$ cat src/rtl/dma_arbiter_if.sv
// Shared DMA request/bus bundle between the two DMA masters, the arbiter and the memory backbone.
interface dma_arbiter_if;
   localparam int unsigned DW = 16;

   logic          req0,  req1;
   logic [DW-1:0] addr0, addr1;
   logic          we0,   we1;
   logic [DW-1:0] din0,  din1;
   logic          lock0, lock1;
   logic          ack0,  ack1;
   logic [DW-1:0] dout;
   logic          dma_en;
   logic [DW-1:0] dma_addr;
   logic          dma_we;
   logic [DW-1:0] dma_din;
   logic          dma_ready;
   logic [DW-1:0] dma_dout;

   // Arbiter side: serves the masters, drives the backbone
   modport slave (
      input  req0, req1, addr0, addr1, we0, we1, din0, din1, lock0, lock1,
      output ack0, ack1, dout,
      output dma_en, dma_addr, dma_we, dma_din,
      input  dma_ready, dma_dout
   );

   // Environment side: the requesting masters plus the memory backbone
   modport master (
      output req0, req1, addr0, addr1, we0, we1, din0, din1, lock0, lock1,
      input  ack0, ack1, dout,
      input  dma_en, dma_addr, dma_we, dma_din,
      output dma_ready, dma_dout
   );
endinterface

$ cat src/rtl/dma_arbiter.sv
// Two-master round-robin DMA arbiter with key-region screening and HALT until the reset-handler fetch.
// Optional burst lock is compiled in with DMA_ARB_BURST_EN.
module dma_arbiter #(
   parameter logic [15:0] KMEM_BASE     = 16'hFEFE,
   parameter logic [15:0] KMEM_SIZE     = 16'h001F,
   parameter logic [15:0] RESET_HANDLER = 16'h0000,
   parameter int unsigned MAX_BURST     = 8
) (
   input  logic          clk,
   input  logic          reset_n,
   input  logic [15:0]   pc,
   dma_arbiter_if.slave  bus,
   output logic          key_violation
);

   typedef enum logic [1:0] {IDLE, GRANT0, GRANT1, HALT} state_t;

   state_t      state;
   logic        rr;          // 1: master 1 wins a tie
   logic        dma_en_q;
   logic [15:0] dma_addr_q;
   logic        dma_we_q;
   logic [15:0] dma_din_q;

   // Region end evaluated at 17 bits so it can never wrap below the base
   function automatic logic in_key(input logic [15:0] a);
      return ({1'b0, a} >= {1'b0, KMEM_BASE}) &&
             ({1'b0, a} <  ({1'b0, KMEM_BASE} + {1'b0, KMEM_SIZE}));
   endfunction

   // Arbitration candidate in IDLE
   logic        cand_valid_c, cand1_c;
   logic [15:0] cand_addr_c, cand_din_c;
   logic        cand_we_c;
   assign cand_valid_c = bus.req0 | bus.req1;
   assign cand1_c      = bus.req1 & (~bus.req0 | rr);
   assign cand_addr_c  = cand1_c ? bus.addr1 : bus.addr0;
   assign cand_we_c    = cand1_c ? bus.we1   : bus.we0;
   assign cand_din_c   = cand1_c ? bus.din1  : bus.din0;

   // Current owner's request fields while granted
   logic        gnt1_c;
   logic [15:0] cur_addr_c, cur_din_c;
   logic        cur_we_c;
   logic        more_c;
   assign gnt1_c     = (state == GRANT1);
   assign cur_addr_c = gnt1_c ? bus.addr1 : bus.addr0;
   assign cur_we_c   = gnt1_c ? bus.we1   : bus.we0;
   assign cur_din_c  = gnt1_c ? bus.din1  : bus.din0;

`ifdef DMA_ARB_BURST_EN
   localparam int unsigned CW = 5;
   logic [CW-1:0] burst_cnt;
   logic          cur_req_c, cur_lock_c;
   assign cur_req_c  = gnt1_c ? bus.req1  : bus.req0;
   assign cur_lock_c = gnt1_c ? bus.lock1 : bus.lock0;
   assign more_c     = cur_lock_c & cur_req_c & (burst_cnt < CW'(MAX_BURST - 1));
`else
   logic unused_lock_c;
   assign unused_lock_c = bus.lock0 ^ bus.lock1;
   assign more_c        = 1'b0;
`endif

   always_ff @(posedge clk or negedge reset_n) begin
      if (!reset_n) begin
         state         <= HALT;
         key_violation <= 1'b1;
         rr            <= 1'b0;
         dma_en_q      <= 1'b0;
         dma_addr_q    <= 16'h0000;
         dma_we_q      <= 1'b0;
         dma_din_q     <= 16'h0000;
`ifdef DMA_ARB_BURST_EN
         burst_cnt     <= '0;
`endif
      end else begin
         case (state)
            HALT: begin
               if (pc == RESET_HANDLER) begin
                  state         <= IDLE;
                  key_violation <= 1'b0;
               end
            end
            IDLE: begin
               if (cand_valid_c) begin
                  if (in_key(cand_addr_c)) begin
                     state         <= HALT;
                     key_violation <= 1'b1;
                  end else begin
                     state      <= cand1_c ? GRANT1 : GRANT0;
                     dma_en_q   <= 1'b1;
                     dma_addr_q <= cand_addr_c;
                     dma_we_q   <= cand_we_c;
                     dma_din_q  <= cand_din_c;
                  end
               end
            end
            GRANT0, GRANT1: begin
               if (bus.dma_ready) begin
                  if (more_c && in_key(cur_addr_c)) begin
                     state         <= HALT;
                     key_violation <= 1'b1;
                     dma_en_q      <= 1'b0;
`ifdef DMA_ARB_BURST_EN
                     burst_cnt     <= '0;
`endif
                  end else if (more_c) begin
                     dma_addr_q <= cur_addr_c;
                     dma_we_q   <= cur_we_c;
                     dma_din_q  <= cur_din_c;
`ifdef DMA_ARB_BURST_EN
                     burst_cnt  <= burst_cnt + CW'(1);
`endif
                  end else begin
                     state    <= IDLE;
                     dma_en_q <= 1'b0;
                     rr       <= ~gnt1_c;
`ifdef DMA_ARB_BURST_EN
                     burst_cnt <= '0;
`endif
                  end
               end
            end
            default: state <= HALT;
         endcase
      end
   end

   assign bus.ack0     = (state == GRANT0) & bus.dma_ready;
   assign bus.ack1     = (state == GRANT1) & bus.dma_ready;
   assign bus.dout     = bus.dma_dout;
   assign bus.dma_en   = dma_en_q;
   assign bus.dma_addr = dma_addr_q;
   assign bus.dma_we   = dma_we_q;
   assign bus.dma_din  = dma_din_q;

endmodule

$ cat src/flat_wrapper.sv
// flat-port wrapper written by rule: the top's interface ports become plain ports
module dma_arbiter_flat 
#(
   parameter logic [15:0] KMEM_BASE     = 16'hFEFE,
   parameter logic [15:0] KMEM_SIZE     = 16'h001F,
   parameter logic [15:0] RESET_HANDLER = 16'h0000,
   parameter int unsigned MAX_BURST     = 8
)
  (clk, reset_n, pc, key_violation, bus_req0, bus_req1, bus_addr0, bus_addr1, bus_we0, bus_we1, bus_din0, bus_din1, bus_lock0, bus_lock1, bus_ack0, bus_ack1, bus_dout, bus_dma_en, bus_dma_addr, bus_dma_we, bus_dma_din, bus_dma_ready, bus_dma_dout);
  dma_arbiter_if bus_i ();
  input  logic clk;
  input  logic reset_n;
  input  logic [15:0] pc;
  output logic key_violation;
  input wire logic [$bits(bus_i.req0)-1:0] bus_req0;
  input wire logic [$bits(bus_i.req1)-1:0] bus_req1;
  input wire logic [$bits(bus_i.addr0)-1:0] bus_addr0;
  input wire logic [$bits(bus_i.addr1)-1:0] bus_addr1;
  input wire logic [$bits(bus_i.we0)-1:0] bus_we0;
  input wire logic [$bits(bus_i.we1)-1:0] bus_we1;
  input wire logic [$bits(bus_i.din0)-1:0] bus_din0;
  input wire logic [$bits(bus_i.din1)-1:0] bus_din1;
  input wire logic [$bits(bus_i.lock0)-1:0] bus_lock0;
  input wire logic [$bits(bus_i.lock1)-1:0] bus_lock1;
  output wire logic [$bits(bus_i.ack0)-1:0] bus_ack0;
  output wire logic [$bits(bus_i.ack1)-1:0] bus_ack1;
  output wire logic [$bits(bus_i.dout)-1:0] bus_dout;
  output wire logic [$bits(bus_i.dma_en)-1:0] bus_dma_en;
  output wire logic [$bits(bus_i.dma_addr)-1:0] bus_dma_addr;
  output wire logic [$bits(bus_i.dma_we)-1:0] bus_dma_we;
  output wire logic [$bits(bus_i.dma_din)-1:0] bus_dma_din;
  input wire logic [$bits(bus_i.dma_ready)-1:0] bus_dma_ready;
  input wire logic [$bits(bus_i.dma_dout)-1:0] bus_dma_dout;
  assign bus_i.req0 = bus_req0;
  assign bus_i.req1 = bus_req1;
  assign bus_i.addr0 = bus_addr0;
  assign bus_i.addr1 = bus_addr1;
  assign bus_i.we0 = bus_we0;
  assign bus_i.we1 = bus_we1;
  assign bus_i.din0 = bus_din0;
  assign bus_i.din1 = bus_din1;
  assign bus_i.lock0 = bus_lock0;
  assign bus_i.lock1 = bus_lock1;
  assign bus_ack0 = bus_i.ack0;
  assign bus_ack1 = bus_i.ack1;
  assign bus_dout = bus_i.dout;
  assign bus_dma_en = bus_i.dma_en;
  assign bus_dma_addr = bus_i.dma_addr;
  assign bus_dma_we = bus_i.dma_we;
  assign bus_dma_din = bus_i.dma_din;
  assign bus_i.dma_ready = bus_dma_ready;
  assign bus_i.dma_dout = bus_dma_dout;
  dma_arbiter #(.KMEM_BASE(KMEM_BASE), .KMEM_SIZE(KMEM_SIZE), .RESET_HANDLER(RESET_HANDLER), .MAX_BURST(MAX_BURST)) u_core (.clk(clk), .reset_n(reset_n), .pc(pc), .bus(bus_i), .key_violation(key_violation));
endmodule
$ cat config.mk
export PLATFORM = sky130hd
export DESIGN_NAME = dma_arbiter_flat
export DESIGN_NICKNAME = d
export VERILOG_FILES = /design/src/rtl/dma_arbiter_if.sv /design/src/rtl/dma_arbiter.sv /design/src/flat_wrapper.sv
export SDC_FILE = /design/constraint.sdc
export NUM_CORES = 1
export LEC_CHECK = 0
export ABC_AREA = 1
export BUFFER_PORTS_ARGS = -buffer_cell sky130_fd_sc_hd__buf_2
export CORE_AREA = 2 2 80 82
export DETAILED_ROUTE_END_ITERATION = 6
export DIE_AREA = 0 0 82 84
export GPL_TIMING_DRIVEN = 0
export PLACE_DENSITY = 0.8
export SYNTH_ARGS = -nofsm -noshare
export SYNTH_HDL_FRONTEND = slang
export SYNTH_SLANG_ARGS = --single-unit
$ cat constraint.sdc
create_clock -name clk -period 2.04 [get_ports clk]
set_clock_uncertainty 0.05 [all_clocks]
set_input_delay 0.612 -clock clk [delete_from_list [all_inputs] [get_ports clk]]
set_output_delay 0.612 -clock clk [all_outputs]
set_load 0.01 [all_outputs]
## Yosys cells after proc, flatten, opt, wreduce, memory -nomap -nowiden

Cells that the tools add are included.

- Flip-flop bits (word level): 38
- Bits of input ports: 105
- Output and inout bits: 53

- Order comparisons: 2
- Eq/ne operators: 8
- Multiplexer cells: 17
- Bitwise operators: 9
- Reduce and logical (&&, ||, !) cells: 10

Operator list:

| operator | count |
|---|---|
| $mux W16 | 2 |
| $ge A16 B16 Y1 const B | 1 |
| $logic_not A16 Y1 | 1 |
| $lt A16 B16 Y1 const B | 1 |
| $mux W2 | 5 |
| $reduce_and A4 Y1 | 2 |
| $mux W1 | 7 |
| $ne A2 B1 Y1 const B | 3 |
| $pmux W2 S3 | 1 |
| $reduce_and A3 Y1 | 2 |
| $eq A2 B2 Y1 const B | 2 |
| $ne A2 B2 Y1 const B | 2 |
| $not A1 Y1 | 4 |
| $pmux W1 S2 | 2 |
| $and A1 B1 Y1 | 3 |
| $eq A2 B1 Y1 const B | 1 |
| $logic_not A2 Y1 | 1 |
| $or A1 B1 Y1 | 2 |
| $reduce_and A2 Y1 | 1 |
| $reduce_bool A2 Y1 | 1 |
| $reduce_or A2 Y1 | 1 |
| $logic_and A1 B1 Y1 | 1 |

## Depth between registers and ports, before layout

Gate-level depths: netlist of the first run.

- Depth after elaboration: 9
- Gate-level depth with buffers: 17
- Mapped depth without buffers: 15

## Least setup slack after synthesis of the first run

No wires, ideal clock.

- Kind: input-to-reg
- Start: input bus_req1
- End: register u_core.dma_addr_q[0] (netlist: u_core.bus.dma_addr[0])
- Library setup time: 117 ps
- Data arrival time: 1887 ps
- Setup slack: -14 ps
- Stages on the path: 15
- Buffers on the path: 3
- Cell sequence: buf_2 > nand2_4 > buf_4 > nand2_1 > nand2_1 > nand3_1 > nor2_1 > nor2_1 > nand2_1 > nand2_2 > inv_2 > nand3_4 > buf_6 > nand2_1 > nand2_1

- Longest elaborated chain between the ends: 6
- Elaborated cells on any way between the ends: 8
- Classes of those cells: order compare: 2; mux: 1; bitwise: 3; reduce/logical: 2

RTL lines:

| element | RTL line | text |
|---|---|---|
| start, declared | flat_wrapper.sv:16 | `input wire logic [$bits(bus_i.req1)-1:0] bus_req1;` |
| $and A1 B1 Y1 | dma_arbiter.sv:36 | `assign cand1_c = bus.req1 & (~bus.req0 \| rr);` |
| $mux W16 | dma_arbiter.sv:37 | `assign cand_addr_c = cand1_c ? bus.addr1 : bus.addr0;` |
| $ge A16 B16 Y1 or $lt A16 B16 Y1 (tied branches) | dma_arbiter.sv:27, dma_arbiter.sv:28 |  |
| $logic_and A1 B1 Y1 | dma_arbiter.sv:27 | `return ({1'b0, a} >= {1'b0, KMEM_BASE}) &&` |
| $not A1 Y1 (no line) | - |  |
| $reduce_and A3 Y1 (no line) | - |  |
| end signal, assigned | dma_arbiter.sv:92 | `dma_addr_q <= cand_addr_c;` |
| end signal, assigned | dma_arbiter.sv:108 | `dma_addr_q <= cur_addr_c;` |
| end, declared | dma_arbiter.sv:21 | `logic [15:0] dma_addr_q;` |

Several ways; a longest one is shown, not always the timed one.
A chain may end at the register's enable or synchronous reset.

## Final worst setup path of the first run

- Start: register u_core.rr
- End: register u_core.dma_din_q[0] (netlist: u_core.bus.dma_din[0])

- Longest elaborated chain between the ends: 7
- Elaborated cells on any way between the ends: 9
- Classes of those cells: order compare: 2; mux: 2; bitwise: 3; reduce/logical: 2

RTL lines:

| element | RTL line | text |
|---|---|---|
| start, declared | dma_arbiter.sv:19 | `logic rr;` |
| start signal, assigned | dma_arbiter.sv:117 | `rr <= ~gnt1_c;` |
| $or A1 B1 Y1 (*) | dma_arbiter.sv:36 |  |
| $and A1 B1 Y1 (*) | dma_arbiter.sv:36 |  |
| $mux W16 | dma_arbiter.sv:37 |  |
| $ge A16 B16 Y1 or $lt A16 B16 Y1 (tied branches) | dma_arbiter.sv:27, dma_arbiter.sv:28 |  |
| $logic_and A1 B1 Y1 | dma_arbiter.sv:27 |  |
| $not A1 Y1 (no line) | - |  |
| $reduce_and A3 Y1 (no line) | - |  |
| end signal, assigned | dma_arbiter.sv:94 | `dma_din_q <= cand_din_c;` |
| end signal, assigned | dma_arbiter.sv:110 | `dma_din_q <= cur_din_c;` |
| end, declared | dma_arbiter.sv:23 | `logic [15:0] dma_din_q;` |

Every way passes the cells marked *; elsewhere a longest branch is shown, timed or not.

==> results.md, run 1 <==
* Clock root cell: clkbuf_8
* Critical setup path kind: reg2reg
* Post-Syn Area at 2594 um2
* Worst r2r dst: u_core.bus.dma_din[0]$_DFFE_PN0P_
* Lkg Pwr at 2.292 nW
* Pwr Density at 1136 nW/um2
* Worst r2r src: u_core.rr$_DFFE_PN0P_
* TritonCTS clock tree: built
* Max Cap Viol at 0
* Worst Max-Slew Pin Slew at 0.8548 ns
* RSZ-0062 raised after global routing: true
* Final hold vios at 0
* Yosys warning count at 0
* Share of cells above drive strength 1 at 0.4580
* Flops & latches, synth at 38
* Syn avg cell area at 6.720 um2
* Sequential fraction of the synthesis area at 0.3681
* Worst-path clk slew at 0.08 ns
* WP data arrival at 2.22 ns
* Hpwl dp at 5.626 mm
* Routability Congestion at 0.8987
* Initial Utilization at 0.4255
* CP endpoint kind: flip-flop
* Max_slew headroom at 0.4301
* Vias at 3019
* Final hold slack at 0.3768 ns
* Final min period at 2.036 ns
* DRC viols at 0
* Io pins at 158
* Die W at 82 um
* Most common cell on crit path: nand2_1
* R2R setup slack at 0.004 ns
* Worst R2R Path Depth at 17
* Worst Hold Class: in2async
* Wire per inst at 12.38 um
* CP Max Fanout at 8
* Largest net degree at the start of global routing at 39
* All-Layer GR Usage at 0.2067
* Row count at 29
* Final Setup Violations at 0
* CP bufs+invs at 5
* Worst-skew pair later-pin latency at 0.29 ns
* Global-route wire length before repair at 11.28 mm
* TritonRoute pass-1 iters at 5
* Cells along the critical path: inv_2, nand2_4, nand2_8, buf_8, nand2_1, nand2_2, inv_1, nor2_1, nand2_1, nor2_1, nand2_1, nand2_2, clkinv_4, nand3_4, clkbuf_16, nand2_4, nand2_1
* Slowest CP cell: dfrtp_1
* Max frequency at 491.0 MHz
* Post-route ant nets at 0
* Status: finished, final reports clean
* Yosys top cell by area: dfrtp_1
* Syn nets at 495
* ANT cells at 0
* CTS Buf Count at 5
* Die height at 84 um
* Nets at 656
* Max Transition Viols Final at 0
* Vias in the first global route at 2639
* DRT Wirelength at 7.736 mm
* CP delay by family, top: simple AND/OR/NAND/NOR gates
* DIE AREA at 6888 um2
* CP startpoint kind: flip-flop
* PortBufs at 138
* Slowest stage delay, CP at 0.40 ns
* Synth-to-layout area growth at 49.73%
* Tot Pwr at 4.412 mW
* # hold bufs at CTS at 0
* Longest Clk Path Bufs at 2
* Initial antenna violation count at 0
* First DRT Iteration DRCs at 102
* Fin crit share at 0.9983
* GR Overflow Total at 0
* Clk sinks at 38
* H-tree depth at 2
* Area contributors post-synth: dfrtp_1 (34%), nand2_1 (25%), nand4_1 (8.0%)
* Distinct cells, synth at 24
* Core area at 6096 um2
* Worst VDD drop at 0.6319 mV
* CP required at 2.23 ns
* Post-synth top area share at 0.3377
* Vias per std cell at 4.830
* Cells after synthesis at 386
worst max path at each step:
stage / slack, ns / depth (start not counted) / from / endpoint
5_1_grt: -0.14 / 17 / u_core.rr$_DFFE_PN0P_ / u_core.bus.dma_addr[3]$_DFFE_PN0P_
6_report: 0.004 / 17 / u_core.rr$_DFFE_PN0P_ / u_core.bus.dma_din[0]$_DFFE_PN0P_
2_1_floorplan: 0.003 / 15 / bus_req1 / u_core.bus.dma_addr[0]$_DFFE_PN0P_
4_1_cts: 0.01 / 5 / u_core.state[0]$_DFFE_PN1P_ / bus_ack1
3_3_place_gp: -0.27 / 15 / bus_req0 / u_core.bus.dma_addr[15]$_DFFE_PN0P_
3_5_place_dp: -0.28 / 15 / bus_req0 / u_core.bus.dma_addr[8]$_DFFE_PN0P_
worst reg2reg max path, stage by stage (launching register included):
cell,delay (ns)
dfrtp_1,0.40
inv_2,0.08
nand2_4,0.09
nand2_8,0.12
buf_8,0.12
nand2_1,0.05
nand2_2,0.08
inv_1,0.05
nor2_1,0.10
nand2_1,0.06
nor2_1,0.08
nand2_1,0.08
nand2_2,0.11
clkinv_4,0.10
nand3_4,0.13
clkbuf_16,0.17
nand2_4,0.04
nand2_1,0.05
cells in the mapped netlist:
cell type and n:
a21oi_1 4, a31oi_1 1, and2_1 1, buf_1 2
buf_2 7, buf_4 19, buf_6 4, clkbuf_1 7
dfrtp_1 35, dfstp_2 3, ha_1 4, inv_1 30
inv_2 2, nand2_1 174, nand2_2 1, nand2_4 2
nand3_1 11, nand3_4 1, nand3b_1 9, nand4_1 33
nor2_1 27, o21ai_0 7, o21ai_2 1, or2_2 1
state kept, by name, summed over array words and instances (netlist names):
signal / flops
u_core.bus.dma_addr: 16
u_core.bus.dma_din: 16
u_core.bus.dma_en: 1
u_core.bus.dma_we: 1
u_core.key_violation: 1
u_core.rr: 1
u_core.state: 2
metal layers:
layer	global-route usage	wire (um)	part of all wire
met5	0	0	0
met1	0.2596	3255	0.42
met2	0.3511	3762	0.49
met4	0.06970	177	0.023
met3	0.03680	540	0.070
repair_timing:
| item | in CTS | in global routing |
|---|---|---|
| buffers inserted | 0 | 12 |
| endpoints found under the hold margin | 0 | 0 |
| cloned | 0 | 6 |
| pin swaps | 0 | 14 |
| setup endpoints to repair | 2 | 33 |
| gates resized for setup | 0 | 75 |
logic make-up (layout without fill, tap and decap cells):
kind of cell / after synthesis / after routing / synth area share
compound gates: 13 / 13 / 0.02702
simple gates: 260 / 261 / 0.4404
flops: 38 / 38 / 0.3681
fa+ha+maj: 4 / 4 / 0.01930
buf+inv: 71 / 232 / 0.1452
final cells by class:
| class | count | area [um2] |
|---|---|---|
| tap | 77 | 96.34 |
| inverter | 32 | 125.1 |
| clock buffer | 6 | 82.58 |
| multi-input combinational | 278 | 1426 |
| buffer | 37 | 280.3 |
| sequential | 38 | 954.7 |
| clock inverter | 2 | 60.06 |
| timing repair buffer | 155 | 858.3 |
| fill | 554 | 2212 |
report_power, final:
part	leakage, nW	internal (mW)	switching [mW]
clock	0.0714	0.522	0.274
combinational	1.76	0.989	1.29
sequential	0.460	1.12	0.225
stage by stage:
| step | utilization | worst slack (ns) | area, um2 | setup TNS, ns | std cells |
|---|---|---|---|---|---|
| 2_1_floorplan | - | 0.002688 | 2596 | 0 | 386 |
| 3_3_place_gp | 0.5550 | -0.2703 | 3383 | -8.561 | 601 |
| 3_5_place_dp | 0.5550 | -0.2828 | 3383 | -8.652 | 601 |
| 4_1_cts | 0.5778 | 0.01206 | 3522 | 0 | 608 |
| 5_1_grt | 0.6371 | -0.1411 | 3884 | -4.168 | 625 |
| 6_report | 0.6371 | 0.003527 | 3884 | 0 | 625 |
layout by cell type, fill, tap and decap left out, drive strengths merged, types with 2 or more instances in the layout:
| cell type | count |
|---|---|
| buf | 183 |
| nand2 | 177 |
| dfrtp | 35 |
| nand4 | 33 |
| inv | 31 |
| nor2 | 27 |
| clkbuf | 15 |
| nand3 | 13 |
| nand3b | 9 |
| o21ai | 8 |
| a21oi | 4 |
| ha | 4 |
| dfstp | 3 |
| bufinv | 2 |
(Power assumes the default switching activity.)
==> inputs of run 2 (changes only) <==
--- a/config.mk
+++ b/config.mk
@@ -11,7 +11,7 @@
 export DETAILED_ROUTE_END_ITERATION = 6
 export DIE_AREA = 0 0 82 84
 export GPL_TIMING_DRIVEN = 0
-export PLACE_DENSITY = 0.8
+export PLACE_DENSITY = 0.86
 export SYNTH_ARGS = -nofsm -noshare
 export SYNTH_HDL_FRONTEND = slang
 export SYNTH_SLANG_ARGS = --single-unit
==> run 2 against run 1 <==
The run now ends with setup timing left; critical endpoint unchanged; core utilization is 3.8 points lower; global-route usage rose by 0.46 points; sequential power decreased by 3%; sequential cell count unchanged; non-clock buffer count decreased by 4; register-to-register slack is essentially flat; cell area is 6.0% lower; critical path depth fell by 2.
==> results.md, run 2 (synthesis gave the netlist of run 1 again) <==
* Final min period at 2.051 ns
* Cells along the critical path: inv_2, nand2_4, nand2_8, clkbuf_16, nand2_1, nand2_2, nor2_2, nand2_1, nor2_1, nand2_1, nand2_2, inv_4, buf_2, nand4_1, nand2_1
* All-Layer GR Usage at 0.2113
* Hpwl dp at 5.593 mm
* Wire per inst at 12.14 um
* Max frequency at 487.6 MHz
* Slowest CP cell: dfrtp_1
* Slowest stage delay, CP at 0.39 ns
* Worst-path clk slew at 0.08 ns
* TritonCTS clock tree: built
* Seq pwr share at 0.336
* Lkg Pwr at 2.201 nW
* Placed inst area at 3383 um2
* Die height at 84 um
* Failing checks: setup timing
* Clk sinks at 38
* Fin cells at 620
* DIE AREA at 6888 um2
* Row count at 29
* PortBufs at 138
* Routing usage on met1 at 0.2476
* DRT Wirelength at 7.524 mm
* Core Util, Final at 0.5987
* H-tree depth at 2
* CP bufs+invs at 4
* Psw at 1.646 mW
* Multi-input gate area at 1311 um2
* Initial Utilization at 0.4255
* Fin crit share at 1.005
* Vias per std cell at 4.855
* Setup TNS at -0.03221 ns
* Core area at 6096 um2
* Internal power at 2.229 mW
* Die W at 82 um
* DRC viols at 0
* Critical setup path kind: reg2reg
* First DRT Iteration DRCs at 123
* Area occupied by registers at 954.7 um2
* Vias at 3010
* Most common cell on crit path: nand2_1
* Sw frac at 0.4247
* Vias in the first global route at 2676
* Met2 usage at 0.3681
* Worst Hold Class: in2async
* # placed instances at 601
* Share of cells above drive strength 1 at 0.3959
* GR Overflow Total at 0
* TritonRoute pass-1 iters at 4
* WP data arrival at 2.19 ns
* Final Setup Violations at 6
* CP startpoint kind: flip-flop
* CP Max Fanout at 10
* Routability Congestion at 0.8843
* Longest Clk Path Bufs at 2
* Max Cap Viol at 0
* Global-route wire length before repair at 11.46 mm
* Pwr Density at 1062 nW/um2
* Comb pwr share at 0.524
* Clk network pwr share at 0.141
* Max Transition Viols Final at 0
* Fill cells at 571
* CP delay by family, top: simple AND/OR/NAND/NOR gates
* Final hold slack at 0.3686 ns
* Post-route ant nets at 0
* CP required at 2.18 ns
* Top Usage Layer GRT: met2
* Worst-skew pair later-pin latency at 0.29 ns
* Final worst slack at -0.01085 ns
* Pre-CTS WS at -0.2826 ns
* Fin area at 3650 um2
* Most frequent cells in the layout: nand2_1 (164), buf_2 (142), dfrtp_1 (35)
* RSZ-0062 raised after global routing: true
* Status: complete, but fails checks
* Io pins at 158
* CTS Buf Count at 5
* Clock root cell: clkbuf_8
* Worst Max-Slew Pin Slew at 0.8341 ns
* Met3 Use GR at 0.04437
* Worst VDD drop at 0.6460 mV
* Max_slew headroom at 0.4439
* Synth-to-layout area growth at 40.71%
* Nets at 651
* Tot Pwr at 3.874 mW
* Initial antenna violation count at 0
* CP endpoint kind: flip-flop
* Largest net degree at the start of global routing at 39
* Final hold vios at 0
* ANT cells at 0
* Most common cell after layout, fill and taps aside: nand2_1
* # hold bufs at CTS at 0
[run 2: changes by cell type in the layout (fill, tap and decap cells not counted), moves of 3 or more]
cell     change
nand2_2     -28
buf_6        -3
nand2_1     +31
nand2_4      -3
[run 2: final cells by class]
type,count,share of cell area
Buffer,38,0.07508
Clock buffer,6,0.02263
Clock inverter,2,0.003428
Inverter,32,0.03360
Multi-Input combinational cell,277,0.3593
Sequential cell,38,0.2616
Tap cell,77,0.02640
Timing Repair Buffer,150,0.2180
[run 2: worst reg2reg max path: cells and delay by family, from the launching register on]
| family | cells | cell delay [ns] |
|---|---|---|
| buffers and inverters | 4 | 0.47 |
| flip-flops | 1 | 0.39 |
| AND/OR/NAND/NOR | 11 | 1.01 |
[run 2: metal layers]
metal,routed length (um),up-vias
li1,-,1514
met1,2998,1321
met2,3669,157
met3,700,18
met4,156,0
met5,0,-
[run 2: path summary, 6_finish.rpt]
| kind | startpoint | to | slack, ns | cells after the start |
|---|---|---|---|---|
| max | u_core.rr$_DFFE_PN0P_ | u_core.bus.dma_din[0]$_DFFE_PN0P_ | -0.01 | 15 |
| min | reset_n | u_core.bus.dma_addr[11]$_DFFE_PN0P_ | 0.37 | 1 |
| max reg2reg | u_core.rr$_DFFE_PN0P_ | u_core.bus.dma_din[0]$_DFFE_PN0P_ | -0.01 | 15 |
| max in group asynchronous | reset_n | u_core.bus.dma_din[12]$_DFFE_PN0P_ | 1.05 | 1 |
| min reg2reg | u_core.bus.dma_addr[7]$_DFFE_PN0P_ | u_core.bus.dma_addr[7]$_DFFE_PN0P_ | 0.42 | 2 |
| min in group clk | u_core.bus.dma_addr[7]$_DFFE_PN0P_ | u_core.bus.dma_addr[7]$_DFFE_PN0P_ | 0.42 | 2 |
[run 2: power by group through the flow]
stage          clock, mW  sequential (mW)  combinational [mW]
2_1_floorplan          0             1.46                1.04
3_5_place_dp           0             1.31                1.90
5_1_grt            0.595             1.35                2.28
3_3_place_gp           0             1.30                1.85
6_report           0.545             1.30                2.03
4_1_cts            0.561             1.30                1.90
[run 2: timing repair]
action | in CTS | in global routing
pin swaps | 0 | 13
gates cloned | 0 | 3
gates resized for setup | 0 | 28
setup buffers | 0 | 9
setup endpoints to repair | 2 | 36
==> inputs of run 3 (changes only) <==
--- a/config.mk
+++ b/config.mk
@@ -11,6 +11,7 @@
 export DETAILED_ROUTE_END_ITERATION = 6
 export DIE_AREA = 0 0 82 84
 export GPL_TIMING_DRIVEN = 0
+export MAX_ROUTING_LAYER = met4
 export PLACE_DENSITY = 0.86
 export SYNTH_ARGS = -nofsm -noshare
 export SYNTH_HDL_FRONTEND = slang
==> run 3 against run 2 <==
The run still ends with setup timing left; register-to-register slack hardly changed; routed wire length is 2.6% higher; sequential cell count stayed put; maximum frequency is 0.39% lower; critical path depth stayed put; clock-buffer cell count stayed put; largest cell class unchanged.
==> results.md, run 3 (synthesis gave the netlist of run 1 again) <==
* Max Cap Viol at 0
* Fin crit share at 1.009
* CTS Buf Count at 5
* Seq pwr share at 0.328
* Max_slew headroom at 0.4457
* Vias per std cell at 4.930
* Worst R2R Path Depth at 15
* Core area at 6096 um2
* Critical setup path kind: in2reg
* Area occupied by registers at 954.7 um2
* Most frequent cells in the layout: nand2_1 (152), buf_2 (141), dfrtp_1 (35)
* Psw at 1.691 mW
* Status: complete, but fails checks
* Placed inst area at 3383 um2
* Routability Congestion at 0.9010
* WP data arrival at 2.19 ns
* Internal power at 2.293 mW
* Initial antenna violation count at 0
* Most common cell after layout, fill and taps aside: nand2_1
* DIE AREA at 6888 um2
* Worst-skew pair later-pin latency at 0.28 ns
* Vias at 3091
* TritonCTS clock tree: built
* Synth-to-layout area growth at 44.67%
* Post-route ant nets at 0
* Worst Hold Class: in2async
* Largest net degree at the start of global routing at 39
* Core Util, Final at 0.6156
* Final min period at 2.059 ns
* Final hold vios at 0
* Worst Max-Slew Pin Slew at 0.8315 ns
* Clock root cell: clkbuf_8
* Longest Clk Path Bufs at 2
* Clk sinks at 38
* Lkg Pwr at 2.244 nW
* CP startpoint kind: primary input
* CP endpoint kind: flip-flop
* CP required at 2.17 ns
* Pre-CTS WS at -0.2930 ns
* Pwr Density at 1062 nW/um2
* Row count at 29
* DRT Wirelength at 7.717 mm
* Initial Utilization at 0.4255
* Max Transition Viols Final at 0
* Io pins at 158
* Fin area at 3752 um2
* Comb pwr share at 0.537
* Worst VDD drop at 0.6132 mV
* Vias in the first global route at 2624
* Wire per inst at 12.31 um
* GR Overflow Total at 0
* Fill cells at 589
* DRC viols at 0
* Multi-input gate area at 1359 um2
* Die height at 84 um
* Global-route wire length before repair at 11.37 mm
* Nets at 658
* RSZ-0062 raised after global routing: true
* All-Layer GR Usage at 0.2147
* # hold bufs at CTS at 0
* Setup TNS at -0.07480 ns
* Final worst slack at -0.01884 ns
* Hpwl dp at 5.597 mm
* First DRT Iteration DRCs at 157
* Worst-path clk slew at 0.08 ns
* TritonRoute pass-1 iters at 4
* Max frequency at 485.7 MHz
* Clk network pwr share at 0.135
* Share of cells above drive strength 1 at 0.4309
* H-tree depth at 2
* Final Setup Violations at 12
* PortBufs at 138
* Sw frac at 0.4245
* CP Max Fanout at 8
* Failing checks: setup timing
* Die W at 82 um
* ANT cells at 0
## run 3: cell types whose count changed in the layout (fill, tap and decap cells not counted), sizes merged
cell / change
buf: +9
clkbuf: -3
clkinv: +1
inv: -1
nand3: +1
## run 3: what timing repair did
item                       CTS  global route
resized for setup            0            58
pin swaps                    0             4
cloned                       0             7
setup buffers                0            13
setup endpoints to repair    1            38
## run 3: power by group through the flow
stage | clock (mW) | sequential [mW] | combinational [mW]
detailed placement | 0 | 1.31 | 1.90
floorplan | 0 | 1.46 | 1.04
global placement | 0 | 1.30 | 1.85
global route | 0.582 | 1.35 | 2.38
finish | 0.539 | 1.31 | 2.14
CTS | 0.554 | 1.30 | 1.91
## run 3: routing by layer
| layer | share of wire | vias up | track usage |
|---|---|---|---|
| li1 | - | 1533 | - |
| met1 | 0.41 | 1394 | 0.2598 |
| met2 | 0.50 | 150 | 0.3614 |
| met3 | 0.073 | 14 | 0.03463 |
| met4 | 0.013 | 0 | 0.06667 |
| met5 | 0 | - | - |
## run 3: area by class of cell
class	instances	share of cell area
sequential	38	0.2544
buffer	37	0.07436
multi-input combinational	278	0.3621
inverter	32	0.03334
tap	77	0.02568
timing repair buffer	157	0.2247
clock buffer	6	0.02201
clock inverter	2	0.003334
## run 3: critical path: stages
cell,delay [ns]
buf_2,0.12
nand2_4,0.13
buf_2,0.18
nand3_1,0.11
nand2_2,0.09
nand3_1,0.09
nor2_1,0.11
nor2_1,0.06
nand2_1,0.08
nand2_2,0.09
clkinv_4,0.09
nand3_4,0.13
buf_6,0.17
nand2_1,0.06
nand2_1,0.05
## run 3: worst paths after layout
check,start,endpoint,slack [ns]
min in group clk,u_core.bus.dma_din[9]$_DFFE_PN0P_,u_core.bus.dma_din[9]$_DFFE_PN0P_,0.42
max in group asynchronous,reset_n,u_core.bus.dma_en$_DFFE_PN0P_,1.05
max reg2reg,u_core.rr$_DFFE_PN0P_,u_core.bus.dma_din[3]$_DFFE_PN0P_,0
min,reset_n,u_core.bus.dma_we$_DFFE_PN0P_,0.38
min reg2reg,u_core.bus.dma_din[9]$_DFFE_PN0P_,u_core.bus.dma_din[9]$_DFFE_PN0P_,0.42
max,bus_req0,u_core.bus.dma_din[3]$_DFFE_PN0P_,-0.02
## run 3: per-stage QoR
stage	std cells	hold slack (ns)	total power, mW
after global routing	627	0.4380	4.315
after CTS	608	0.3952	3.758
after global placement	601	0.4006	3.146
final	627	0.3764	3.984
after floorplan	386	0.2664	2.496
after detailed placement	601	0.4040	3.211
